==> src/rtl/seq_mon_pkg.sv <==
// Shared types and constants for the sequence-generator monitor.
// The SEQ_MONITOR_DUTY_EN build option is consumed by seq_monitor.sv.
package seq_mon_pkg;

    typedef enum logic [1:0] {
        IDLE,
        ARM,
        LOCKING,
        LOCKED
    } state_t;

    localparam int CNT_W_DEF = 8;

    function automatic int unsigned sat_max(input int unsigned w);
        return (32'd1 << w) - 32'd1;
    endfunction

endpackage

==> src/rtl/edge_run_counter.sv <==
// Edge detector and saturating run-length counter for the monitored line.
// Captures completed high/low run lengths and the rise-to-rise period.
module edge_run_counter
    import seq_mon_pkg::*;
#(
    parameter int CNT_W = CNT_W_DEF
) (
    input  logic             clk,
    input  logic             rst,
    input  logic             i_din,
    output logic             o_rise,
    output logic             o_fall,
    output logic             o_sat,
    output logic [CNT_W-1:0] o_high_len,
    output logic [CNT_W-1:0] o_low_len,
    output logic [CNT_W:0]   o_period,
    output logic [CNT_W:0]   o_new_period
);

    localparam logic [CNT_W-1:0] RUN_MAX = CNT_W'(sat_max(CNT_W));

    logic             r_din_q;
    logic [CNT_W-1:0] r_run_cnt;
    logic [CNT_W-1:0] r_high_len;
    logic [CNT_W-1:0] r_low_len;
    logic [CNT_W:0]   r_period;
    logic             w_rise;
    logic             w_fall;
    logic [CNT_W:0]   w_new_period;

    assign w_rise       = i_din & ~r_din_q;
    assign w_fall       = ~i_din & r_din_q;
    // One extra bit so the sum of two saturated runs still fits.
    assign w_new_period = {1'b0, r_run_cnt} + {1'b0, r_high_len};

    always_ff @(posedge clk) begin
        if (rst) begin
            r_din_q    <= 1'b0;
            r_run_cnt  <= '0;
            r_high_len <= '0;
            r_low_len  <= '0;
            r_period   <= '0;
        end else begin
            r_din_q <= i_din;
            if (w_rise || w_fall) begin
                r_run_cnt <= CNT_W'(1);
                if (r_din_q) begin
                    r_high_len <= r_run_cnt;
                end else begin
                    r_low_len <= r_run_cnt;
                    r_period  <= w_new_period;
                end
            end else if (r_run_cnt != RUN_MAX) begin
                r_run_cnt <= r_run_cnt + CNT_W'(1);
            end
        end
    end

    assign o_rise       = w_rise;
    assign o_fall       = w_fall;
    assign o_sat        = (r_run_cnt == RUN_MAX);
    assign o_high_len   = r_high_len;
    assign o_low_len    = r_low_len;
    assign o_period     = r_period;
    assign o_new_period = w_new_period;

endmodule

==> src/rtl/seq_monitor.sv <==
// Period-lock monitor for the JK sequence generator output: lock, error and stuck flags.
// Define SEQ_MONITOR_DUTY_EN to also require the high-run length to match after lock.
module seq_monitor
    import seq_mon_pkg::*;
#(
    parameter int CNT_W        = CNT_W_DEF,
    parameter int LOCK_PERIODS = 2
) (
    input  logic             clck,
    input  logic             rst,
    input  logic             din,
    output logic             rise_pulse,
    output logic [CNT_W-1:0] high_len,
    output logic [CNT_W-1:0] low_len,
    output logic [CNT_W:0]   period,
    output logic             locked,
    output logic             err,
    output logic             stuck
);

    localparam logic [3:0] LOCK_N = 4'(LOCK_PERIODS);

    logic           w_rise;
    logic           w_fall;
    logic           w_sat;
    logic           w_stuck_evt;
    logic           w_match;
    logic           w_load;
    logic [CNT_W:0] w_new_period;

    state_t         r_state;
    logic [CNT_W:0] r_ref_period;
    logic [3:0]     r_match_cnt;
    logic           r_rise_pulse;
    logic           r_locked;
    logic           r_err;
    logic           r_stuck;

    edge_run_counter #(.CNT_W(CNT_W)) u_run (
        .clk          (clck),
        .rst          (rst),
        .i_din        (din),
        .o_rise       (w_rise),
        .o_fall       (w_fall),
        .o_sat        (w_sat),
        .o_high_len   (high_len),
        .o_low_len    (low_len),
        .o_period     (period),
        .o_new_period (w_new_period)
    );

    // A run that ends exactly at the counter limit is still a valid measurement.
    assign w_stuck_evt = w_sat && !(w_rise || w_fall) && (r_state != IDLE);

`ifdef SEQ_MONITOR_DUTY_EN
    logic [CNT_W-1:0] r_ref_high;

    assign w_match = (w_new_period == r_ref_period) && (high_len == r_ref_high);

    always_ff @(posedge clck) begin
        if (rst) begin
            r_ref_high <= '0;
        end else if (w_load) begin
            r_ref_high <= high_len;
        end
    end
`else
    assign w_match = (w_new_period == r_ref_period);
`endif

    assign w_load = w_rise && !w_stuck_evt &&
                    ((r_state == ARM) ||
                     (((r_state == LOCKING) || (r_state == LOCKED)) && !w_match));

    always_ff @(posedge clck) begin
        if (rst) begin
            r_ref_period <= '0;
        end else if (w_load) begin
            r_ref_period <= w_new_period;
        end
    end

    always_ff @(posedge clck) begin
        if (rst) begin
            r_state      <= IDLE;
            r_match_cnt  <= '0;
            r_rise_pulse <= 1'b0;
            r_locked     <= 1'b0;
            r_err        <= 1'b0;
            r_stuck      <= 1'b0;
        end else begin
            r_err        <= 1'b0;
            r_rise_pulse <= w_rise;
            if (w_stuck_evt) begin
                r_stuck  <= 1'b1;
                r_locked <= 1'b0;
                r_state  <= IDLE;
            end else if (w_rise) begin
                r_stuck <= 1'b0;
                case (r_state)
                    IDLE: r_state <= ARM;
                    ARM: begin
                        r_match_cnt <= '0;
                        r_state     <= LOCKING;
                    end
                    LOCKING: begin
                        if (w_match) begin
                            r_match_cnt <= r_match_cnt + 4'd1;
                            if (r_match_cnt + 4'd1 == LOCK_N) begin
                                r_state  <= LOCKED;
                                r_locked <= 1'b1;
                            end
                        end else begin
                            r_match_cnt <= '0;
                        end
                    end
                    LOCKED: begin
                        if (!w_match) begin
                            r_err       <= 1'b1;
                            r_locked    <= 1'b0;
                            r_match_cnt <= '0;
                            r_state     <= LOCKING;
                        end
                    end
                    default: r_state <= IDLE;
                endcase
            end
        end
    end

    assign rise_pulse = r_rise_pulse;
    assign locked     = r_locked;
    assign err        = r_err;
    assign stuck      = r_stuck;

endmodule

==> config.mk <==
export PLATFORM = sky130hd
export DESIGN_NAME = seq_monitor
export DESIGN_NICKNAME = d
export VERILOG_FILES = /design/src/rtl/seq_mon_pkg.sv /design/src/rtl/edge_run_counter.sv /design/src/rtl/seq_monitor.sv
export SDC_FILE = /design/constraint.sdc
export NUM_CORES = 1
export LEC_CHECK = 0
export BUFFER_PORTS_ARGS = -buffer_cell sky130_fd_sc_hd__buf_2
export CELL_PAD_IN_SITES_DETAIL_PLACEMENT = 1
export CELL_PAD_IN_SITES_GLOBAL_PLACEMENT = 2
export CORE_UTILIZATION = 39
export DETAILED_ROUTE_END_ITERATION = 6
export GPL_TIMING_DRIVEN = 1
export MAX_ROUTING_LAYER = met4
export PLACE_DENSITY = 0.84
export SLEW_MARGIN = 20
export SYNTH_ARGS = -nofsm -noshare
export SYNTH_HDL_FRONTEND = slang
export SYNTH_HIERARCHICAL = 1
export SYNTH_SLANG_ARGS = --single-unit
==> constraint.sdc <==
create_clock -name clck -period 5 [get_ports clck]
set_input_delay 0 -clock clck [delete_from_list [all_inputs] [get_ports clck]]
set_output_delay 0 -clock clck [all_outputs]
set_load 0.005 [all_outputs]
==> results.py <==
metrics = {
    "clocking": {
        "cts_setup_buffers": 0,
        "cts_sinks": 53,
        "clock_latency_ns": 0.31,
        "cts-resized-gates": 0,
        "ctsHoldBuffers": 1,
        "cts_buffers": 5,
        "root_buffer": "clkbuf_8",
        "tritoncts": "yes",
        "clk_pin_slew_ns": 0.09,
        "cts_max_level": 2,
        "clockBufferDepth": 2,
    },
    "setup_path": {
        "path_cells": "ha_1 > fa_1 > a21o_1 > a211o_1 > a21oi_1 > xnor2_1 > xnor2_1 > nand4_1 > nor4_4 > nor2_4 > mux2i_1",
        "max_stage_delay_ns": 0.46,
        "cp-start-kind": "register",
        "crit_path_end_kind": "register",
        "cpMostUsedCell": "xnor2_1",
        "required_ns": 5.17,
        "critPathKind": "register to register",
        "path_max_fanout": 9,
        "arrival_ns": 3.50,
        "r2r_slack_ns": 1.68,
        "cp_slowest_cell": "fa_1",
    },
    "layout": {
        "layout_common_cells": "dfxtp_1 (53), nor2_1 (34), buf_2 (31)",
        "multi_input_area_um2": 1630,
        "utilization_pct": 45.3,
        "n_antenna_cell": 0,
        "seq_area_um2": 1060,
        "drive_gt1_share_pct": 17.4,
        "final_common_cell": "dfxtp_1",
        "fill_cells": 827,
        "nets": 351,
        "syn_to_final_growth_pct": 11.2,
    },
    "power_and_ir_drop": {
        "p_leak_nw": 1.30,
        "worst_ir_drop_vdd_mv": 0.0925,
        "total_power_w": 0.000739,
        "p_per_area_nw_per_um2": 238,
    },
    "die": {
        "pin_count": 32,
        "die_w_um": 86.7,
        "die-area_um2": 7510,
        "num_rows": 30,
        "die-height_um": 86.7,
        "start_util_pct": 40.7,
        "core-area_um2": 6870,
    },
    "yosys": {
        "yosys.area.top_type": "dfxtp_1",
        "syn_nets": 321,
        "syn_area_per_cell_um2": 9.20,
        "ys_types": 49,
        "synth-edff-count": 0,
        "netlist.area_leader.share_pct": 37.9,
        "synth.cell_area_um2": 2800,
        "ys_ff_latch": 53,
        "synth_cells": 304,
        "ys_warn_count": 6,
        "synth_area_leaders": "dfxtp_1 (38%), mux2i_1 (11%), ha_1 (5.8%)",
        "synthArstFlopShare_pct": 0,
        "yosysSeqAreaShare_pct": 37.9,
        "synth_flop_cell": "dfxtp_1",
    },
    "routing": {
        "drtIter0Drc": 70,
        "wl_met3_um": 177,
        "met1Wirelength_um": 3260,
        "wl_per_cell_um": 15.7,
        "detail-route-antenna-nets": 0,
        "drc_errors": 0,
        "vias": 2240,
        "first_pass_iters": 4,
        "top_layer": "met4",
        "viasPerCell": 5.22,
        "drt-total-wl_um": 6750,
        "wl_met2_um": 3240,
    },
    "global_route": {
        "grt.total_usage_pct": 20.0,
        "grt_overflow": 0,
        "antenna_found_initial": 0,
        "grt_pass1_vias": 2271,
        "grt_pass1_wl_um": 11300,
        "grt_max_degree": 56,
    },
    "run_status": {
        "outcome": "finished clean",
    },
    "sta": {
        "hold_violations": 0,
        "worst_pin_slew_ns": 0.608,
        "relSlewSlack_pct": 59.4,
        "fin_skew_ns": 0.00908,
        "hold_ws_ns": 0.258,
        "fin_crit_ns": 3.32,
        "grt_setup_unrepaired": "no",
        "finalSetupTns_ns": 0,
        "finalCritPeriodShare_pct": 66.5,
        "setup_viol_count_final": 0,
        "fmax_ghz": 0.301,
        "drv_slew": 0,
    },
    "place": {
        "hpwlAfterDp_um": 4930,
        "gp_congestion": 0.776,
        "io_buffers": 31,
    },
    "hold_path": {
        "hold_class": "input pin to register",
    },
    "run": {
        "cap_viol_max_count": 0,
    },
}
-- power breakdown --
part	internal [W]	switching [W]
Clock	0.0000927	0.000137
Sequential	0.000429	0.00000904
Combinational	0.0000274	0.0000440
Total	0.000549	0.000190
-- registers in the layout (all words and copies together), names as in the netlist --
signal,count
u_run/o_low_len,8
u_run/r_run_cnt,8
u_run/o_high_len,8
u_run/o_period,9
r_ref_period,9
r_state,2
stuck,1
err,1
r_match_cnt,4
rise_pulse,1
locked,1
u_run/r_din_q,1
-- cells in the mapped netlist (all sizes together) (5+ instances only) --
cell type and n:
a211oi 5, a21oi 11, a31oi 5, buf 6, clkbuf 5, dfxtp 53, ha 13, inv 13
mux2i 30, nand2 18, nand3 5, nor2 35, nor3 10, o21ai 13, or2b 18, xnor2 16
-- layout make-up --
class	count	share of cell area, %
Tap cell	96	3.86
Clock inverter	1	0.161
Timing Repair Buffer	34	5.79
Sequential cell	53	34.1
Multi-Input combinational cell	227	52.3
Inverter	13	1.57
Clock buffer	5	2.21
-- worst paths after layout --
path         depth (start not counted)                 end                from
min                                  3   u_run/o_period[0]                 rst
max                                 11     r_ref_period[6]  u_run/r_run_cnt[0]
max reg2reg                         11     r_ref_period[6]  u_run/r_run_cnt[0]
min reg2reg                          2  u_run/o_low_len[2]  u_run/o_low_len[2]
-- metrics by stage --
stage                     cell area, um2  worst slack (ns)  std cells
after floorplan                     2800              2.11        304
after global placement              3030              1.83        422
after detailed placement            3030              1.68        422
after CTS                           3110              1.63        429
after global routing                3110              1.36        429
final                               3110              1.68        429
-- critical path, delay by kind of cell (launching register included) --
family,cells,cell delay (ns)
flip-flops,1,0.40
XOR/XNOR,2,0.34
AO/OA/AOI/OAI,3,0.72
adder cells (fa/ha/maj),2,0.74
AND/OR/NAND/NOR,3,0.83
multiplexers,1,0.17
-- layer usage --
layer	vias to the layer above	track usage, %
li1	1122	-
met2	35	33.9
met4	0	5.00
met3	7	3.43
met1	1076	24.7
met5	-	-
-- kinds of logic after synthesis --
family	Yosys count	synth area share, %
buffers and inverters	24	3.94
DFF	53	37.9
xor gates and xnor gates	19	5.95
AOI/OAI and AO/OA	53	12.8
adders and majority gates	14	6.53
and+or+nand+nor	111	22.1
muxes	30	10.7
Power figures use the tool's default switching activity.
